## src/rtl/game_timer_pkg.sv

```systemverilog
// game_timer_pkg: shared definitions for the BCD game timer.
//   state_e   : timer FSM states (IDLE, RUN, PAUSE, DONE)
//   BCD_MAX   : largest legal BCD digit value
//   bcd_clamp : limits a 4-bit digit to the BCD range 0..9
package game_timer_pkg;

   typedef enum logic [1:0] {
      ST_IDLE  = 2'd0,
      ST_RUN   = 2'd1,
      ST_PAUSE = 2'd2,
      ST_DONE  = 2'd3
   } state_e;

   localparam logic [3:0] BCD_MAX = 4'd9;

   // Digits above 9 are not valid BCD; saturate them to 9.
   function automatic logic [3:0] bcd_clamp(input logic [3:0] digit);
      logic [3:0] res;
      if (digit > BCD_MAX) begin
         res = BCD_MAX;
      end else begin
         res = digit;
      end
      return res;
   endfunction

endpackage

```

## src/rtl/game_timer_gen_bcd_updown_counter.sv

```systemverilog
// bcd_updown_counter: DIGITS-wide packed BCD up/down counter.
// Ports:
//   sys_clk, sys_rst_n : clock, asynchronous active-low reset
//   clr                : synchronous clear to zero (highest priority)
//   load, load_val     : synchronous load, each digit clamped to 9
//   en, dir            : one count step when en=1; dir 0 = up, 1 = down
//   q                  : registered count, digit 0 least significant
//   at_max, at_zero    : q is all 9s / q is all 0s
// The counter saturates: a step past all-9s (up) or zero (down) is dropped.
module bcd_updown_counter
   import game_timer_pkg::*;
#(
   parameter int DIGITS = 4
) (
   input  logic                  sys_clk,
   input  logic                  sys_rst_n,
   input  logic                  clr,
   input  logic                  en,
   input  logic                  dir,
   input  logic                  load,
   input  logic [DIGITS*4-1:0]   load_val,
   output logic [DIGITS*4-1:0]   q,
   output logic                  at_max,
   output logic                  at_zero
);

   logic [DIGITS*4-1:0] q_r;
   logic [DIGITS*4-1:0] q_nxt_s;
   logic [DIGITS*4-1:0] load_clamped_s;
   logic [3:0]          digit_s;
   logic                chain_s;
   logic                sat_s;

   assign at_max  = (q_r == {DIGITS{BCD_MAX}});
   assign at_zero = (q_r == {(DIGITS*4){1'b0}});
   assign q       = q_r;

   // Block a step that would wrap past the terminal value in the current direction.
   always_comb begin
      if (dir) begin
         sat_s = at_zero;
      end else begin
         sat_s = at_max;
      end
   end

   // Per-digit preset clamp.
   always_comb begin
      load_clamped_s = {(DIGITS*4){1'b0}};
      for (int i = 0; i < DIGITS; i++) begin
         load_clamped_s[i*4 +: 4] = bcd_clamp(load_val[i*4 +: 4]);
      end
   end

   // Ripple carry (up) / borrow (down) chain, seeded with 1 at digit 0.
   always_comb begin
      q_nxt_s = q_r;
      chain_s = 1'b1;
      digit_s = 4'd0;
      for (int i = 0; i < DIGITS; i++) begin
         digit_s = q_r[i*4 +: 4];
         if (chain_s) begin
            if (!dir) begin
               if (digit_s == BCD_MAX) begin
                  q_nxt_s[i*4 +: 4] = 4'd0;
                  chain_s           = 1'b1;
               end else begin
                  q_nxt_s[i*4 +: 4] = digit_s + 4'd1;
                  chain_s           = 1'b0;
               end
            end else begin
               if (digit_s == 4'd0) begin
                  q_nxt_s[i*4 +: 4] = BCD_MAX;
                  chain_s           = 1'b1;
               end else begin
                  q_nxt_s[i*4 +: 4] = digit_s - 4'd1;
                  chain_s           = 1'b0;
               end
            end
         end else begin
            q_nxt_s[i*4 +: 4] = digit_s;
         end
      end
   end

   // Count register: clear > load > step.
   always_ff @(posedge sys_clk or negedge sys_rst_n) begin
      if (!sys_rst_n) begin
         q_r <= {(DIGITS*4){1'b0}};
      end else if (clr) begin
         q_r <= {(DIGITS*4){1'b0}};
      end else if (load) begin
         q_r <= load_clamped_s;
      end else if (en && !sat_s) begin
         q_r <= q_nxt_s;
      end else begin
         q_r <= q_r;
      end
   end

endmodule

```

## src/rtl/game_timer_gen.sv

```systemverilog
// game_timer_gen: BCD stopwatch / countdown timer feeding the 7-segment driver.
// Parameters: TICK_CNT_MAX (prescaler terminal, tick = TICK_CNT_MAX+1 clocks),
//             DIGITS (2..6), FRAC_DIGITS (0..DIGITS-1).
// Ports:
//   sys_clk, sys_rst_n : clock, asynchronous active-low reset
//   clear_signal       : synchronous clear (count 0, IDLE)
//   start_signal       : start from IDLE / resume from PAUSE
//   pause_signal       : pause while running
//   mode               : 0 up, 1 down; captured when starting from IDLE
//   load_en, load_val  : BCD preset (ignored while running)
//   data               : packed BCD count
//   point, sign        : constant decimal-point mask / sign (0)
//   seg_en             : display enable, high from the first edge after reset
//   running            : high while in RUN
//   expired            : one-cycle pulse when the terminal count is reached
module game_timer_gen
   import game_timer_pkg::*;
#(
   parameter int TICK_CNT_MAX = 2_499_999,
   parameter int DIGITS       = 4,
   parameter int FRAC_DIGITS  = 1
) (
   input  logic                  sys_clk,
   input  logic                  sys_rst_n,
   input  logic                  clear_signal,
   input  logic                  start_signal,
   input  logic                  pause_signal,
   input  logic                  mode,
   input  logic                  load_en,
   input  logic [DIGITS*4-1:0]   load_val,
   output logic [DIGITS*4-1:0]   data,
   output logic [DIGITS-1:0]     point,
   output logic                  sign,
   output logic                  seg_en,
   output logic                  running,
   output logic                  expired
);

   localparam logic [1:0] S_IDLE  = ST_IDLE;
   localparam logic [1:0] S_RUN   = ST_RUN;
   localparam logic [1:0] S_PAUSE = ST_PAUSE;
   localparam logic [1:0] S_DONE  = ST_DONE;

   localparam int             PW        = (TICK_CNT_MAX > 0) ? $clog2(TICK_CNT_MAX + 1) : 1;
   localparam logic [PW-1:0]  PRESC_MAX = PW'(TICK_CNT_MAX);
   localparam logic [PW-1:0]  PRESC_ONE = PW'(1);
   localparam logic [PW-1:0]  PRESC_ZERO = PW'(0);

   // Count values one step before the terminal value in each direction.
   localparam logic [DIGITS*4-1:0] CNT_ONE      = {{(DIGITS-1){4'd0}}, 4'd1};
   localparam logic [DIGITS*4-1:0] CNT_NEAR_MAX = {{(DIGITS-1){BCD_MAX}}, 4'd8};

   logic [1:0]           state_r,   state_nxt_s;
   logic [PW-1:0]        presc_r,   presc_nxt_s;
   logic                 mode_q_r,  mode_nxt_s;
   logic                 expired_r, expired_nxt_s;
   logic                 running_r;
   logic                 seg_en_r;
   logic                 tick_s;
   logic                 load_s;
   logic                 term_s;
   logic [DIGITS*4-1:0]  cnt_q_s;
   logic                 cnt_max_s;
   logic                 cnt_zero_s;

   bcd_updown_counter #(
      .DIGITS (DIGITS)
   ) u_cnt (
      .sys_clk   (sys_clk),
      .sys_rst_n (sys_rst_n),
      .clr       (clear_signal),
      .en        (tick_s),
      .dir       (mode_q_r),
      .load      (load_s),
      .load_val  (load_val),
      .q         (cnt_q_s),
      .at_max    (cnt_max_s),
      .at_zero   (cnt_zero_s)
   );

   // The upcoming tick lands on (or is already at) the terminal value.
   always_comb begin
      if (mode_q_r) begin
         term_s = cnt_zero_s | (cnt_q_s == CNT_ONE);
      end else begin
         term_s = cnt_max_s | (cnt_q_s == CNT_NEAR_MAX);
      end
   end

   // FSM and prescaler next state; clear > load > start/pause.
   always_comb begin
      state_nxt_s   = state_r;
      presc_nxt_s   = presc_r;
      mode_nxt_s    = mode_q_r;
      expired_nxt_s = 1'b0;
      tick_s        = 1'b0;
      load_s        = 1'b0;
      if (clear_signal) begin
         state_nxt_s = S_IDLE;
         presc_nxt_s = PRESC_ZERO;
      end else if (load_en && (state_r != S_RUN)) begin
         load_s      = 1'b1;
         state_nxt_s = S_IDLE;
         presc_nxt_s = PRESC_ZERO;
      end else begin
         case (state_r)
            S_IDLE: begin
               if (start_signal) begin
                  mode_nxt_s  = mode;
                  presc_nxt_s = PRESC_ZERO;
                  // Counting down from zero expires immediately.
                  if (mode && cnt_zero_s) begin
                     state_nxt_s   = S_DONE;
                     expired_nxt_s = 1'b1;
                  end else begin
                     state_nxt_s = S_RUN;
                  end
               end else begin
                  state_nxt_s = S_IDLE;
               end
            end
            S_RUN: begin
               if (pause_signal) begin
                  state_nxt_s = S_PAUSE;
               end else if (presc_r == PRESC_MAX) begin
                  presc_nxt_s = PRESC_ZERO;
                  tick_s      = 1'b1;
                  if (term_s) begin
                     state_nxt_s   = S_DONE;
                     expired_nxt_s = 1'b1;
                  end else begin
                     state_nxt_s = S_RUN;
                  end
               end else begin
                  presc_nxt_s = presc_r + PRESC_ONE;
               end
            end
            S_PAUSE: begin
               if (start_signal) begin
                  state_nxt_s = S_RUN;
               end else begin
                  state_nxt_s = S_PAUSE;
               end
            end
            S_DONE: begin
               state_nxt_s = S_DONE;
            end
            default: begin
               state_nxt_s = S_IDLE;
               presc_nxt_s = PRESC_ZERO;
            end
         endcase
      end
   end

   // Control and status registers.
   always_ff @(posedge sys_clk or negedge sys_rst_n) begin
      if (!sys_rst_n) begin
         state_r   <= S_IDLE;
         presc_r   <= PRESC_ZERO;
         mode_q_r  <= 1'b0;
         expired_r <= 1'b0;
         running_r <= 1'b0;
         seg_en_r  <= 1'b0;
      end else begin
         state_r   <= state_nxt_s;
         presc_r   <= presc_nxt_s;
         mode_q_r  <= mode_nxt_s;
         expired_r <= expired_nxt_s;
         running_r <= (state_nxt_s == S_RUN);
         seg_en_r  <= 1'b1;
      end
   end

   assign data    = cnt_q_s;
   assign expired = expired_r;
   assign running = running_r;
   assign seg_en  = seg_en_r;
   assign sign    = 1'b0;
   assign point   = (FRAC_DIGITS > 0) ? ({{(DIGITS-1){1'b0}}, 1'b1} << FRAC_DIGITS)
                                      : {DIGITS{1'b0}};

endmodule

```

## config.mk

```make
export PLATFORM = sky130hd
export DESIGN_NAME = game_timer_gen
export DESIGN_NICKNAME = d
export VERILOG_FILES = /design/src/rtl/game_timer_pkg.sv /design/src/rtl/game_timer_gen_bcd_updown_counter.sv /design/src/rtl/game_timer_gen.sv
export SDC_FILE = /design/constraint.sdc
export NUM_CORES = 1
export LEC_CHECK = 0
export CAP_MARGIN = 5
export CORE_MARGIN = 4
export CORE_UTILIZATION = 45
export DETAILED_ROUTE_END_ITERATION = 8
export DONT_BUFFER_PORTS = 1
export PLACE_DENSITY_LB_ADDON = 0.25
export SYNTH_ARGS = -nofsm -noshare
export SYNTH_HDL_FRONTEND = slang
export SYNTH_SLANG_ARGS = --single-unit
```

## constraint.sdc

```tcl
create_clock -name sys_clk -period 2.1 [get_ports sys_clk]
set_clock_uncertainty 0.05 [all_clocks]
set_input_delay 0.42 -clock sys_clk [delete_from_list [all_inputs] [get_ports sys_clk]]
set_output_delay 0.42 -clock sys_clk [all_outputs]
set_load 0.05 [all_outputs]
```

==> results.py, run 1 <==
metrics = {
    "outcome": {
        "outcome": "finished with violations",
        "violations": "negative setup slack",
    },
    "clock_tree": {
        "tritoncts_clock_tree": "built",
        "cts.htree.levels": 2,
        "number_of_buffers_inserted_during_clock_tree_synthesis": 5,
        "max-clock-path-buffers": 2,
        "clk_transition_reported_paths_ns": 0.09,
        "clock_latency_ns": 0.30,
        "cts.sinks": 44,
        "cts-root-buf": "sky130_fd_sc_hd__clkbuf_8",
    },
    "grt": {
        "grt.overflow.total": 0,
        "gr-usage-met1_pct": 30.39,
        "top_usage_layer": "met2",
        "grt_util_met3_pct": 3.686,
        "grt_first_pass_wirelength_um": 16120,
        "grt_start_max_net_pins": 45,
        "grt_pass1_vias": 3335,
        "grt_antenna_before_repair": 0,
        "track_usage_pct": 22.57,
        "grtUsageMet2_pct": 37.59,
    },
    "placed_design": {
        "gp_congestion": 0.9232,
        "dp_hpwl_um": 7289,
        "dpl_ws_ns": -0.1730,
        "io_buffer_count": 0,
    },
    "layout": {
        "fillerInstances": 653,
        "fraction_of_layout_instances_using_a_drive_strength_above_1_pct": 34.30,
        "final_antenna_diode_count": 0,
        "syn_to_final_growth_pct": 31.39,
        "finish.net_count": 519,
    },
    "setup_path": {
        "reg2reg_depth": 6,
        "worst-endpoint-arrival_ns": 2.36,
        "worstPathRequired_ns": 2.23,
        "critPathMaxFanout": 8,
        "critical_path.startpoint_type": "flop",
        "cp-end-kind": "flop",
        "path_class": "reg2reg",
    },
    "floorplanning": {
        "die-height_um": 94.31,
        "area_of_the_placeable_core_mm2": 0.007253,
        "floorplan.initialDensity_pct": 46.21,
        "core.rowCount": 31,
        "chipWidth_um": 94.31,
        "io_pins": 47,
        "die_area_mm2": 0.008893,
    },
    "timing": {
        "slew_headroom_pct": 65.61,
        "slew_violations": 0,
        "clock.fmax_mhz": 448.0,
        "rsz0062_at_grt": "true",
        "final_hold_viol_count": 0,
        "final.period_utilization_pct": 106.3,
        "post-route-worst-setup-slack_ns": -0.1322,
        "hold_slack_ns": 0.1951,
        "finalCriticalPeriod_ns": 2.232,
        "final_setup_fails": 16,
        "final.setup.tns_ns": -0.7628,
        "timing_worst_slew_pin_value_ns": 0.5158,
    },
    "synthesis": {
        "synthesis.area_per_instance_um2": 8.256,
        "mappedNetlistArea_mm2": 0.003352,
        "library_cell_with_the_largest_summed_area_after_synthesis": "sky130_fd_sc_hd__dfrtp_1",
        "yosys.area.top_type_share_pct": 32.85,
        "synth_ff_type": "sky130_fd_sc_hd__dfrtp_1",
        "synth_warnings": 0,
        "count_of_unique_library_cells_instantiated_by_yosys": 63,
        "synth_seq_area_share_pct": 32.85,
        "number_of_synthesized_flops_with_an_enable_pin": 0,
        "synth_seq_cells": 44,
        "synthesis.instances": 406,
        "yosys-top-cells-area": "sky130_fd_sc_hd__dfrtp_1, sky130_fd_sc_hd__o21ai_0, sky130_fd_sc_hd__ha_1, sky130_fd_sc_hd__nor2_1, sky130_fd_sc_hd__a21oi_1",
        "async_reset_ff_share_pct": 100.0,
    },
    "worst_hold_path": {
        "worstHoldPathType": "in2reg",
        "min_delay_path_depth": 2,
    },
    "routing": {
        "vias": 3450,
        "dr.first_iter.drc_count": 207,
        "totalWireLength_um": 9883,
        "ant_nets": 0,
        "drt_drc_violations_left": 0,
        "wire_per_inst_um": 17.04,
        "avgViaCountPerCell": 5.948,
        "firstDrtPassIters": 4,
    },
    "job": {
        "maxCapViolCount": 0,
    },
    "pwr": {
        "total_leakage_power_nw": 1.867,
        "power.density_mw_per_mm2": 674.5,
        "irDropWorstVdd_uv": 330.9,
    },
}
==> metrics by stage <==
stage               area (um2)  cells  power, mW  utilization (%)
floorplan                 3441    410      1.881                -
global placement          4058    566      2.274            55.94
detailed placement        4058    566      2.297            55.94
CTS                       4293    579      2.941            59.19
global route              4404    580      3.137            60.72
finish                    4404    580      2.970            60.72
==> final timing paths <==
path	from	slack (ns)	end
setup reg to reg	presc_r[20]	-0.13	u_cnt.q[5]
max in group asynchronous	sys_rst_n	1.19	presc_r[14]
hold / removal	load_val[9]	0.20	u_cnt.q[9]
min in group asynchronous	sys_rst_n	0.58	u_cnt.q[11]
hold reg to reg	presc_r[7]	0.43	presc_r[7]
setup / recovery	presc_r[20]	-0.13	u_cnt.q[5]
==> final cells by class <==
class                      count  area, um2  area share [%]
multi-input combinational    326       2326           52.81
sequential                    44       1117           25.37
timing repair buffer          87      686.9           15.60
tap                           99      123.9           2.813
clock buffer                   8      90.09           2.045
inverter                      16      60.06           1.364
==> cell usage in the layout, fill, tap and decap left out, drive strengths merged, types with 3 or more instances in the layout <==
cell,n
buf,86
o21ai,60
dfrtp,44
nor2,35
nand2,32
a21oi,25
ha,16
inv,16
nor3,13
nand4,10
nand3,9
clkbuf,8
and3,7
a31oi,7
nor2b,7
xnor2,7
nand2b,6
conb,6
and4bb,6
a32oi,5
a2bb2oi,5
and2,5
nor4,5
nand3b,4
and4,4
o21a,4
nor3b,4
or3b,3
a221o,3
o31ai,3
a22oi,3
o41ai,3
==> per-layer routing <==
layer | routed length (um) | vias to the layer above
met3 | 607 | 11
met2 | 4889 | 119
met1 | 4310 | 1681
li1 | - | 1639
met5 | 0 | -
met4 | 76 | 0
==> Yosys cell counts, types with 4 or more instances <==
cell type                    n
sky130_fd_sc_hd__o21ai_0    47
sky130_fd_sc_hd__dfrtp_1    44
sky130_fd_sc_hd__nor2_1     35
sky130_fd_sc_hd__nand2_1    31
sky130_fd_sc_hd__a21oi_1    25
sky130_fd_sc_hd__ha_1       16
sky130_fd_sc_hd__inv_1      16
sky130_fd_sc_hd__nor3_1     13
sky130_fd_sc_hd__clkbuf_1   12
sky130_fd_sc_hd__o21ai_1    12
sky130_fd_sc_hd__nand4_1    10
sky130_fd_sc_hd__nand3_1     9
sky130_fd_sc_hd__a31oi_1     7
sky130_fd_sc_hd__and3_1      7
sky130_fd_sc_hd__nor2b_1     7
sky130_fd_sc_hd__xnor2_1     7
sky130_fd_sc_hd__nand2b_1    6
sky130_fd_sc_hd__a32oi_1     5
sky130_fd_sc_hd__buf_2       5
sky130_fd_sc_hd__buf_4       5
sky130_fd_sc_hd__a2bb2oi_1   4
sky130_fd_sc_hd__and2_1      4
sky130_fd_sc_hd__and4_1      4
sky130_fd_sc_hd__and4bb_2    4
sky130_fd_sc_hd__nand3b_1    4
sky130_fd_sc_hd__nor3b_1     4
sky130_fd_sc_hd__nor4_1      4
sky130_fd_sc_hd__o21a_1      4
==> power by group <==
| part | switching, mW | leakage [nW] | internal [mW] | total (mW) |
|---|---|---|---|---|
| registers | 0.0739 | 0.572 | 0.920 | 0.994 |
| logic | 0.823 | 1.25 | 0.578 | 1.40 |
| clock network | 0.306 | 0.0455 | 0.269 | 0.575 |
| total | 1.20 | 1.87 | 1.77 | 2.97 |
==> flip-flops by register name, indices dropped and copies added, names as in the netlist <==
name / flops
presc_r: 22
u_cnt.q: 16
state_r: 2
expired: 1
mode_q_r: 1
running: 1
seg_en: 1
==> logic make-up (layout without fill, tap and decap cells) <==
group,Yosys count,in the layout,synth area share (%)
AND/OR/NAND/NOR,156,156,26.17
other,2,6,0.2240
adder cells (fa/ha/maj),16,16,5.972
XOR/XNOR,8,8,2.090
multiplexers,6,6,2.613
AO/OA/AOI/OAI,134,134,24.86
flip-flops,44,44,32.85
buffers and inverters,40,111,5.226
==> worst max-delay path, stage by stage, from the launching register on <==
cell and delay, ns:
sky130_fd_sc_hd__dfrtp_1 0.44, sky130_fd_sc_hd__nor4bb_4 0.35, sky130_fd_sc_hd__nand4_1 0.21, sky130_fd_sc_hd__a2111o_1 0.52, sky130_fd_sc_hd__a22o_4 0.32, sky130_fd_sc_hd__a221oi_2 0.18
sky130_fd_sc_hd__a21oi_1 0.06
==> what timing repair did <==
| item | 4_1_cts | 5_1_grt |
|---|---|---|
| hold buffers | 2 | 0 |
| resized for setup | 19 | 24 |
| endpoints found under the setup margin | 19 | 32 |
| setup buffers | 3 | 1 |
| pin swaps | 10 | 8 |
| hold endpoints to repair | 44 | 0 |
(Power assumes the default switching activity.)
==> inputs of run 2 (changes only) <==
Settings changed: MAX_ROUTING_LAYER set to met4.
==> run 2 against run 1 <==
  * The flow still finishes with violations (negative setup slack)
  * Global-route usage rose by 0.73 points
  * Register-to-register slack barely moved
  * Die area unchanged
  * Sequential power barely moved
  * Maximum frequency is essentially flat
  * Sequential share of layout area unchanged
  * Core utilization unchanged
  * Setup slack better by 0.0019 ns
  * Worst hold slack got worse by 0.0010 ns
  * Combinational power about the same
  * Critical path depth stayed put
  * Critical endpoint unchanged
  * Largest cell class unchanged
  * Highest routed layer unchanged
==> results.py, run 2 (synthesis results as in run 1) <==
metrics = {
    "outcome": {
        "outcome": "finished with violations",
        "violations": "negative setup slack",
    },
    "floorplanning": {
        "area_of_the_placeable_core_mm2": 0.007253,
        "io_pins": 47,
        "core.rowCount": 31,
        "chipWidth_um": 94.31,
        "die-height_um": 94.31,
        "floorplan.initialDensity_pct": 46.21,
        "die_area_mm2": 0.008893,
    },
    "setup_path": {
        "cp-end-kind": "flop",
        "critical_path.startpoint_type": "flop",
        "worst-endpoint-arrival_ns": 2.36,
        "worstPathRequired_ns": 2.23,
        "critPathMaxFanout": 8,
        "path_class": "reg2reg",
    },
    "layout": {
        "fraction_of_layout_instances_using_a_drive_strength_above_1_pct": 34.30,
        "layout.cell_area.non_filler_mm2": 0.004404,
        "syn_to_final_growth_pct": 31.39,
        "finish.net_count": 519,
        "mostFrequentLayoutCell": "sky130_fd_sc_hd__buf_4",
        "max_flop_register": "presc_r",
        "fillerInstances": 653,
        "final_antenna_diode_count": 0,
        "final_core_util_pct": 60.72,
        "multiInputGateArea_mm2": 0.002326,
        "final-seq-area_mm2": 0.001117,
        "largest_register_ff_count": 22,
        "layout_common_cells": "sky130_fd_sc_hd__buf_4, sky130_fd_sc_hd__o21ai_0, sky130_fd_sc_hd__nor2_1, sky130_fd_sc_hd__nand2_1, sky130_fd_sc_hd__dfrtp_1",
    },
    "clock_tree": {
        "max-clock-path-buffers": 2,
        "number_of_buffers_inserted_during_clock_tree_synthesis": 5,
        "cts.htree.levels": 2,
        "cts.sinks": 44,
        "clock_latency_ns": 0.30,
        "cts-root-buf": "sky130_fd_sc_hd__clkbuf_8",
        "clk_transition_reported_paths_ns": 0.09,
        "tritoncts_clock_tree": "built",
    },
    "timing": {
        "final.setup.tns_ns": -0.7157,
        "final_hold_viol_count": 0,
        "slew_headroom_pct": 64.97,
        "slew_violations": 0,
        "rsz0062_at_grt": "true",
        "post-route-worst-setup-slack_ns": -0.1303,
        "finalCriticalPeriod_ns": 2.230,
        "clock.fmax_mhz": 448.4,
        "timing_worst_slew_pin_value_ns": 0.5254,
        "final_setup_fails": 16,
        "final.period_utilization_pct": 106.2,
    },
    "grt": {
        "grt_first_pass_wirelength_um": 16130,
        "grt_start_max_net_pins": 45,
        "track_usage_pct": 23.30,
        "grt_antenna_before_repair": 0,
        "grt_pass1_vias": 3338,
        "grt.overflow.total": 0,
    },
    "routing": {
        "ant_nets": 0,
        "dr.first_iter.drc_count": 242,
        "firstDrtPassIters": 4,
        "avgViaCountPerCell": 5.924,
        "drt_drc_violations_left": 0,
        "totalWireLength_um": 9877,
        "vias": 3436,
        "wire_per_inst_um": 17.03,
    },
    "placed_design": {
        "postPlaceCellArea_mm2": 0.004058,
        "gp_congestion": 0.9395,
        "io_buffer_count": 0,
        "dp_hpwl_um": 7289,
    },
    "pwr": {
        "power.density_mw_per_mm2": 674.6,
        "total_leakage_power_nw": 1.867,
        "irDropWorstVdd_uv": 331.5,
        "report.power.total_mw": 2.971,
    },
    "worst_hold_path": {
        "worstHoldPathType": "in2reg",
    },
    "job": {
        "maxCapViolCount": 0,
    },
}
[run 2: cell counts in the layout (fill, tap and decap cells not counted)]
Identical to the previous run, type by type.
[run 2: worst max-delay path: stages (launching register included)]
cell and delay (ns):
sky130_fd_sc_hd__dfrtp_1 0.44, sky130_fd_sc_hd__nor4bb_4 0.35, sky130_fd_sc_hd__nand4_1 0.21, sky130_fd_sc_hd__a2111o_1 0.52, sky130_fd_sc_hd__a22o_4 0.32, sky130_fd_sc_hd__a221oi_2 0.18
sky130_fd_sc_hd__a21oi_1 0.06
[run 2: layout make-up]
| type | count | area share (%) |
|---|---|---|
| multi-input combinational | 326 | 52.81 |
| sequential | 44 | 25.37 |
| timing repair buffer | 87 | 15.60 |
| tap | 99 | 2.813 |
| clock buffer | 8 | 2.045 |
| inverter | 16 | 1.364 |
[run 2: final timing paths]
path | from | end | slack, ns | depth (start not counted)
min reg2reg | presc_r[7] | presc_r[7] | 0.44 | 1
min in group asynchronous | sys_rst_n | u_cnt.q[11] | 0.58 | 2
min | load_val[9] | u_cnt.q[9] | 0.19 | 2
max | presc_r[20] | u_cnt.q[5] | -0.13 | 6
max reg2reg | presc_r[20] | u_cnt.q[5] | -0.13 | 6
max in group asynchronous | sys_rst_n | presc_r[14] | 1.18 | 2
[run 2: per-layer routing]
metal  GRT usage [%]  wire [um]  vias up
met5               -          0        -
met4           6.137        127        0
met3           3.766        535       17
met2           37.65       4875      116
met1           30.49       4339     1663
li1                -          -     1640
[run 2: repair_timing]
action | in CTS | in global routing
gates resized for setup | 19 | 24
hold buffers | 2 | 0
endpoints found under the hold margin | 44 | 0
endpoints found under the setup margin | 19 | 32
pin swaps | 10 | 8
setup buffers | 3 | 1
[run 2: where the power goes]
group,internal (mW),switching [mW]
logic,0.578,0.823
clock network,0.269,0.306
registers,0.920,0.0743
total,1.77,1.20
[run 2: stage by stage]
stage,instances,hold slack [ns],worst slack [ns]
final,580,0.1941,-0.1303
after global routing,580,0.1882,-0.1859
after CTS,579,0.1924,-0.1051
after detailed placement,566,0.07577,-0.1730
after global placement,566,0.07576,-0.06981
after floorplan,410,0.07441,-0.2677
